--- src/rtl/game_progress_ctrl_if.sv ---
// game_progress_ctrl_if
//   Bundles the game-progress controller's control and status signals.
//   master : the game environment. Drives start/pause and the collision
//            vector. Receives the HUD/spawner outputs and the hit_clr pulse.
//   slave  : the controller itself (game_progress_ctrl).
// Signals
//   start, pause  level requests, sampled each game tick
//   hit_vec       sticky per-object collision flags (N_OBJ wide)
//   hit_clr       one-tick pulse asking upstream to clear hit_vec
//   state         0 IDLE, 1 RUN, 2 GRACE, 3 PAUSE, 4 OVER
//   status        1 while not game over
//   game_over     1 while in OVER
//   score         current score (SCORE_W wide)
//   high_score    best final score since reset (SCORE_W wide)
//   num_squares   requested obstacle count (OBJ_W wide)
//   lives         remaining lives
interface game_progress_ctrl_if #(
  parameter int N_OBJ   = 16,
  parameter int SCORE_W = 16,
  parameter int OBJ_W   = 6
);
  logic               start;
  logic               pause;
  logic [N_OBJ-1:0]   hit_vec;
  logic               hit_clr;
  logic [2:0]         state;
  logic               status;
  logic               game_over;
  logic [SCORE_W-1:0] score;
  logic [SCORE_W-1:0] high_score;
  logic [OBJ_W-1:0]   num_squares;
  logic [3:0]         lives;

  modport master (
    output start, pause, hit_vec,
    input  hit_clr, state, status, game_over, score, high_score, num_squares, lives
  );

  modport slave (
    input  start, pause, hit_vec,
    output hit_clr, state, status, game_over, score, high_score, num_squares, lives
  );
endinterface

--- src/rtl/game_progress_ctrl.sv ---
// game_progress_ctrl
//   Owns score, difficulty (num_squares), lives and high score for the game.
//   Advances once per 1 Hz game tick through IDLE/RUN/GRACE/PAUSE/OVER.
//   Consumes the collision vector and acknowledges it with a one-tick hit_clr.
//   All outputs are registered.
// Ports
//   clk_1Hz  game tick clock, rising edge
//   reset    asynchronous, active-high
//   bus      game_progress_ctrl_if.slave. Provides start/pause/hit_vec in.
//            Drives hit_clr, state, status, game_over, score, high_score,
//            num_squares and lives out.
module game_progress_ctrl #(
  parameter int N_OBJ      = 16,
  parameter int SCORE_W    = 16,
  parameter int OBJ_W      = 6,
  parameter int LEVEL_STEP = 5,
  parameter int MAX_OBJ    = 16,
  parameter int LIVES      = 3,
  parameter int GRACE      = 2
) (
  input logic                 clk_1Hz,
  input logic                 reset,
  game_progress_ctrl_if.slave bus
);

  localparam int LW = (LEVEL_STEP > 1) ? $clog2(LEVEL_STEP) : 1;
  localparam int GW = (GRACE > 1) ? $clog2(GRACE + 1) : 1;

  typedef enum logic [2:0] {
    IDLE  = 3'd0,
    RUN   = 3'd1,
    GRACE_ST = 3'd2,
    PAUSE = 3'd3,
    OVER  = 3'd4
  } state_t;

  state_t             state_r;
  state_t             ret_r;
  logic [SCORE_W-1:0] score_r;
  logic [SCORE_W-1:0] high_r;
  logic [OBJ_W-1:0]   nsq_r;
  logic [3:0]         lives_r;
  logic [LW-1:0]      lvl_cnt_r;
  logic [GW-1:0]      grace_cnt_r;
  logic               hit_clr_r;
  logic               status_r;
  logic               game_over_r;

  logic               hit_any_s;
  logic [SCORE_W-1:0] score_inc_s;
  logic [OBJ_W-1:0]   nsq_inc_s;
  logic [LW-1:0]      lvl_next_s;
  logic [SCORE_W-1:0] high_next_s;

  // Larger of two scores; used to fold the final score into high_score.
  function automatic logic [SCORE_W-1:0] max_score(input logic [SCORE_W-1:0] a,
                                                   input logic [SCORE_W-1:0] b);
    return (a > b) ? a : b;
  endfunction

  // Saturating increment of the score.
  function automatic logic [SCORE_W-1:0] sat_inc_score(input logic [SCORE_W-1:0] s);
    return (s == {SCORE_W{1'b1}}) ? s : s + SCORE_W'(1);
  endfunction

  // Saturating increment of the obstacle count, capped at MAX_OBJ.
  function automatic logic [OBJ_W-1:0] sat_inc_obj(input logic [OBJ_W-1:0] n);
    return (n >= OBJ_W'(MAX_OBJ)) ? n : n + OBJ_W'(1);
  endfunction

  // Next values of the score-tick counters, shared by RUN and GRACE.
  always_comb begin
    hit_any_s   = |bus.hit_vec;
    score_inc_s = sat_inc_score(score_r);
    high_next_s = max_score(high_r, score_r);
    if (lvl_cnt_r == LW'(LEVEL_STEP - 1)) begin
      // Level boundary: wrap the sub-counter and request one more obstacle.
      lvl_next_s = '0;
      nsq_inc_s  = sat_inc_obj(nsq_r);
    end else begin
      lvl_next_s = lvl_cnt_r + LW'(1);
      nsq_inc_s  = nsq_r;
    end
  end

  // Game FSM with all counters and registered outputs.
  always_ff @(posedge clk_1Hz or posedge reset) begin
    if (reset) begin
      state_r     <= IDLE;
      ret_r       <= RUN;
      score_r     <= '0;
      high_r      <= '0;
      nsq_r       <= '0;
      lives_r     <= 4'(LIVES);
      lvl_cnt_r   <= '0;
      grace_cnt_r <= '0;
      hit_clr_r   <= 1'b0;
      status_r    <= 1'b1;
      game_over_r <= 1'b0;
    end else begin
      hit_clr_r <= 1'b0;
      case (state_r)
        IDLE, OVER: begin
          if (bus.start) begin
            // New game: high_score survives, everything else re-initialises.
            state_r     <= RUN;
            score_r     <= '0;
            nsq_r       <= '0;
            lives_r     <= 4'(LIVES);
            lvl_cnt_r   <= '0;
            status_r    <= 1'b1;
            game_over_r <= 1'b0;
          end
        end
        RUN: begin
          if (bus.pause) begin
            state_r <= PAUSE;
            ret_r   <= RUN;
          end else if (hit_any_s) begin
            hit_clr_r <= 1'b1;
            lives_r   <= lives_r - 4'd1;
            if (lives_r == 4'd1) begin
              // Fatal hit: the score of this tick is not awarded.
              state_r     <= OVER;
              status_r    <= 1'b0;
              game_over_r <= 1'b1;
              high_r      <= high_next_s;
            end else if (GRACE == 0) begin
              state_r <= RUN;
            end else begin
              state_r     <= GRACE_ST;
              grace_cnt_r <= GW'(GRACE);
            end
          end else begin
            score_r   <= score_inc_s;
            nsq_r     <= nsq_inc_s;
            lvl_cnt_r <= lvl_next_s;
          end
        end
        GRACE_ST: begin
          if (bus.pause) begin
            state_r <= PAUSE;
            ret_r   <= GRACE_ST;
          end else begin
            // Invulnerable: hits are only acknowledged, never charged.
            hit_clr_r   <= hit_any_s;
            score_r     <= score_inc_s;
            nsq_r       <= nsq_inc_s;
            lvl_cnt_r   <= lvl_next_s;
            grace_cnt_r <= grace_cnt_r - GW'(1);
            if (grace_cnt_r == GW'(1)) begin
              state_r <= RUN;
            end
          end
        end
        PAUSE: begin
          if (!bus.pause) begin
            state_r <= ret_r;
          end
        end
        default: begin
          state_r     <= IDLE;
          status_r    <= 1'b1;
          game_over_r <= 1'b0;
        end
      endcase
    end
  end

  assign bus.state       = state_r;
  assign bus.status      = status_r;
  assign bus.game_over   = game_over_r;
  assign bus.score       = score_r;
  assign bus.high_score  = high_r;
  assign bus.num_squares = nsq_r;
  assign bus.lives       = lives_r;
  assign bus.hit_clr     = hit_clr_r;

endmodule
--- src/flat_wrapper.sv ---
// flat-port wrapper written by rule: the top's interface ports become plain ports
module game_progress_ctrl_flat 
#(
  parameter int N_OBJ      = 16,
  parameter int SCORE_W    = 16,
  parameter int OBJ_W      = 6,
  parameter int LEVEL_STEP = 5,
  parameter int MAX_OBJ    = 16,
  parameter int LIVES      = 3,
  parameter int GRACE      = 2
)
  (clk_1Hz, reset, bus_start, bus_pause, bus_hit_vec, bus_hit_clr, bus_state, bus_status, bus_game_over, bus_score, bus_high_score, bus_num_squares, bus_lives);
  game_progress_ctrl_if #(.N_OBJ(N_OBJ), .SCORE_W(SCORE_W), .OBJ_W(OBJ_W)) bus_i ();
  input logic clk_1Hz;
  input logic reset;
  input wire logic [$bits(bus_i.start)-1:0] bus_start;
  input wire logic [$bits(bus_i.pause)-1:0] bus_pause;
  input wire logic [$bits(bus_i.hit_vec)-1:0] bus_hit_vec;
  output wire logic [$bits(bus_i.hit_clr)-1:0] bus_hit_clr;
  output wire logic [$bits(bus_i.state)-1:0] bus_state;
  output wire logic [$bits(bus_i.status)-1:0] bus_status;
  output wire logic [$bits(bus_i.game_over)-1:0] bus_game_over;
  output wire logic [$bits(bus_i.score)-1:0] bus_score;
  output wire logic [$bits(bus_i.high_score)-1:0] bus_high_score;
  output wire logic [$bits(bus_i.num_squares)-1:0] bus_num_squares;
  output wire logic [$bits(bus_i.lives)-1:0] bus_lives;
  assign bus_i.start = bus_start;
  assign bus_i.pause = bus_pause;
  assign bus_i.hit_vec = bus_hit_vec;
  assign bus_hit_clr = bus_i.hit_clr;
  assign bus_state = bus_i.state;
  assign bus_status = bus_i.status;
  assign bus_game_over = bus_i.game_over;
  assign bus_score = bus_i.score;
  assign bus_high_score = bus_i.high_score;
  assign bus_num_squares = bus_i.num_squares;
  assign bus_lives = bus_i.lives;
  game_progress_ctrl #(.N_OBJ(N_OBJ), .SCORE_W(SCORE_W), .OBJ_W(OBJ_W), .LEVEL_STEP(LEVEL_STEP), .MAX_OBJ(MAX_OBJ), .LIVES(LIVES), .GRACE(GRACE)) u_core (.clk_1Hz(clk_1Hz), .reset(reset), .bus(bus_i));
endmodule
--- config.mk ---
export PLATFORM = sky130hd
export DESIGN_NAME = game_progress_ctrl_flat
export DESIGN_NICKNAME = d
export VERILOG_FILES = /design/src/rtl/game_progress_ctrl_if.sv /design/src/rtl/game_progress_ctrl.sv /design/src/flat_wrapper.sv
export SDC_FILE = /design/constraint.sdc
export NUM_CORES = 1
export LEC_CHECK = 0
export CORE_UTILIZATION = 47
export DETAILED_ROUTE_END_ITERATION = 10
export GPL_ROUTABILITY_DRIVEN = 0
export GPL_TIMING_DRIVEN = 0
export PLACE_DENSITY_LB_ADDON = 0.05
export RECOVER_POWER = 25
export SLEW_MARGIN = 10
export SYNTH_ARGS = -nofsm -noshare
export SYNTH_HDL_FRONTEND = slang
export SYNTH_SLANG_ARGS = --single-unit
--- constraint.sdc ---
create_clock -name clk_1Hz -period 2.2 [get_ports clk_1Hz]
set_input_delay 0.66 -clock clk_1Hz [delete_from_list [all_inputs] [get_ports clk_1Hz]]
set_output_delay 0.66 -clock clk_1Hz [all_outputs]
set_load 0.05 [all_outputs]
==> run metrics <==
Global Route Usage Sum=25.7%; utilization after layout=71.3%; leakage power=between 2 and 3 nW; critical path data arrival time=2.46 ns; Clock transition at path regs=0.11 ns; post-synthesis cell type count=56; post-synthesis simple-gate area fraction=18.3%; synthesized-area fraction occupied by adder cells=8.56%; Largest stage delay, worst path=about 0.42 ns; Worst Path Required=2.41 ns; CTS tree=built; Bufs on Longest Clock Path=2; drt drc=0; Wirelength per Cell=roughly 17 um; ant diodes=0; RR Startpoint=u_core.bus.score[13]; relative slew slack=52.4%; total of max-cap violations=0; final setup violation count=16; H-tree depth reported by CTS=2; main combinational cell family by area after synthesis=compound AO/OA/AOI/OAI gates; yosys synthesis warning count=0; post-synth top area share=38.0%; total power=around 0.0050 W; core box area=6870 um2; first-pass GRT wire length=14800 um; cell count after synthesis=between 300 and 400; asr flop ratio synth=100%; row count=30; Via density=5.66; sequential cell area fraction in the yosys report=41.1%; Max Slew Vio Count=0; Worst Path Buf+Inv=2; Port Buf Inserts=66; post-synthesis cell area=about 3400 um2; Synthesized Nets=389; Post-DRT Antenna Nets=0; final hold slack=0.498 ns; share of cells above drive strength 1=30.7%; post-synthesis compound-gate area fraction=18.9%; Worst Path Class, Setup=reg -> reg; Clock Tree Root=clkbuf_8; number of synthesized register bits=55; post-synthesis xor/xnor area fraction=less than 1%; initial antenna violation count=0; First DRT Iteration DRCs=197; Worst Reg-to-Reg Cells=8; Crit path max-delay family=simple AND/OR/NAND/NOR gates; Synth Area per Inst=9.72 um2; die area=7500 um2; grt total ovfl=0; die width=86.6 um; status=complete, but fails checks; nets=485; Setup WS pre-CTS=-0.873 ns; mux share of post-synthesis cell area=6.77%; failing checks=setup timing; top cell type by total area after synthesis=dfrtp_1; area delta synth->final=45.7%; slowest stage cell on the critical path=dfrtp_2; DRT Wirelength=9080 um; largest net degree at the start of global routing=38; Initial Util=48.9%; Critical Path End Type=register; r2r setup slk=-0.06 ns; RSZ-0062 raised after global routing=yes; clock period minus worst slack=2.26 ns; Final Skew=between 0.01 and 0.015 ns; Crit path depth=8; hold_sp=u_core.ret_r[0]; Max FO, Critical Path=10; Ports=68; Die Y=86.6 um; Worst setup startpoint=u_core.bus.score[13]; Synth area leaders=dfrtp_1 38%, ha_1 8.6%, o21ai_0 4.9%, mux2_4 4.5%, dfstp_2 3.1%; Fmax=443 MHz; CP Launch Type=register; WHS Path Cells=2; main flop type after synthesis=dfrtp_1; worst setup margin=-0.0585 ns; final hold violation count=0; routed vias=3052; dpl hpwl=6120 um; # clock sinks=55; Max IR drop VDD=0.00101 V; drt pass-1 iters=4; vias in the first global route=about 3000; period utilisation layout=103%; CTS buffer count=5; HP Class=reg -> reg; Post-synth EDFFs=0; Power per Cell Area=1030 nW/um2; worst-margin pin slew=0.713 ns; Worst-Skew Late Latency=about 0.32 ns; critical-path cell list=inv_2 -> ha_4 -> nand4_1 -> nor3_4 -> o21ai_2 -> a32oi_4 -> buf_12 -> mux2_4
layout by cell type, fill, tap and decap left out, types with 17 or more instances in the layout:
| cell | n |
|---|---|
| dlymetal6s2s_1 | 21 |
| nand2_1 | 22 |
| inv_1 | 21 |
| buf_4 | 19 |
| a21oi_1 | 18 |
| o21ai_0 | 17 |
| dlygate4sd2_1 | 28 |
| dfrtp_2 | 18 |
| ha_1 | 18 |
| dfrtp_1 | 33 |
registers in the layout, summed over array words and instances (netlist names):
| signal | count |
|---|---|
| u_core.bus.game_over | 1 |
| u_core.bus.status | 1 |
| u_core.ret_r | 2 |
| u_core.bus.score | 16 |
| u_core.lvl_cnt_r | 3 |
| u_core.bus.state | 3 |
| u_core.bus.lives | 4 |
| u_core.bus.high_score | 16 |
| u_core.grace_cnt_r | 2 |
| u_core.bus.num_squares | 6 |
| u_core.bus.hit_clr | 1 |
cell type report:
type,instances,area [um2]
buffer,16,159
clock inverter,2,60.1
fill,546,1970
timing repair buffer,90,876
multi-input combinational,247,2100
sequential,55,1410
tap,96,120
clock buffer,6,72.6
inverter,27,109
metal layers:
metal  routed length (um)  global-route usage, %
met4                  108                   8.64
met5                    0                      0
met3                  387                   3.71
met2                 4600                   45.4
met1                 3980                   32.2
logic make-up after synthesis:
group / Yosys count
adders and majority gates: 23
AOI/OAI and AO/OA: 96
buffers and inverters: 44
and+or+nand+nor: 108
muxes: 17
DFF: 55
xor gates and xnor gates: 3
worst paths after layout:
| kind | end |
|---|---|
| max in group asynchronous | u_core.bus.score[5] |
| min in group asynchronous | u_core.bus.high_score[15] |
| setup reg to reg | u_core.bus.high_score[14] |
| hold reg to reg | u_core.ret_r[0] |
| setup / recovery | u_core.bus.high_score[14] |
| hold / removal | u_core.ret_r[0] |
report_power, final:
group          leakage (nW)  internal [W]  switching [W]
clock network        0.0654      0.000456       0.000352
logic                  1.74       0.00107        0.00174
registers             0.701       0.00124       0.000176
worst reg2reg max path, stage by stage (launching register included):
cell and delay (ns):
dfrtp_2 0.42, inv_2 0.06, ha_4 0.26, nand4_1 0.24, nor3_4 0.30, o21ai_2 0.11
a32oi_4 0.25, buf_12 0.19, mux2_4 0.31
per-stage QoR:
stage | setup TNS [ns] | instance area, um2 | std cells
2_1_floorplan | -1.38 | 3510 | 346
3_3_place_gp | -81.18 | 4290 | 508
3_5_place_dp | -32.94 | 4310 | 509
4_1_cts | -0.918 | 4770 | 537
5_1_grt | -3.51 | 4900 | 539
6_report | -0.689 | 4900 | 539
Yosys cell counts, types with 3 or more instances:
cell type  instances
dfrtp_1           51
o21ai_0           33
inv_1             27
nand2_1           24
ha_1              23
a21oi_1           19
nand3_1           17
nor2_1            17
nor3_1            13
mux2_4            10
clkbuf_1           9
nand4_1            8
a31oi_1            6
mux2_2             6
o31ai_1            6
a211oi_1           5
and3_1             4
buf_2              4
dfstp_2            4
nor4_2             4
a22o_1             3
and4_1             3
nand2b_1           3
o41ai_1            3
timing repair:
item	in CTS	in global routing
gates resized for setup	96	44
pin swaps	15	10
buffers inserted	19	3
cloned	2	0
endpoints found under the setup margin	68	59
hold buffers	0	0
(Power assumes the default switching activity.)
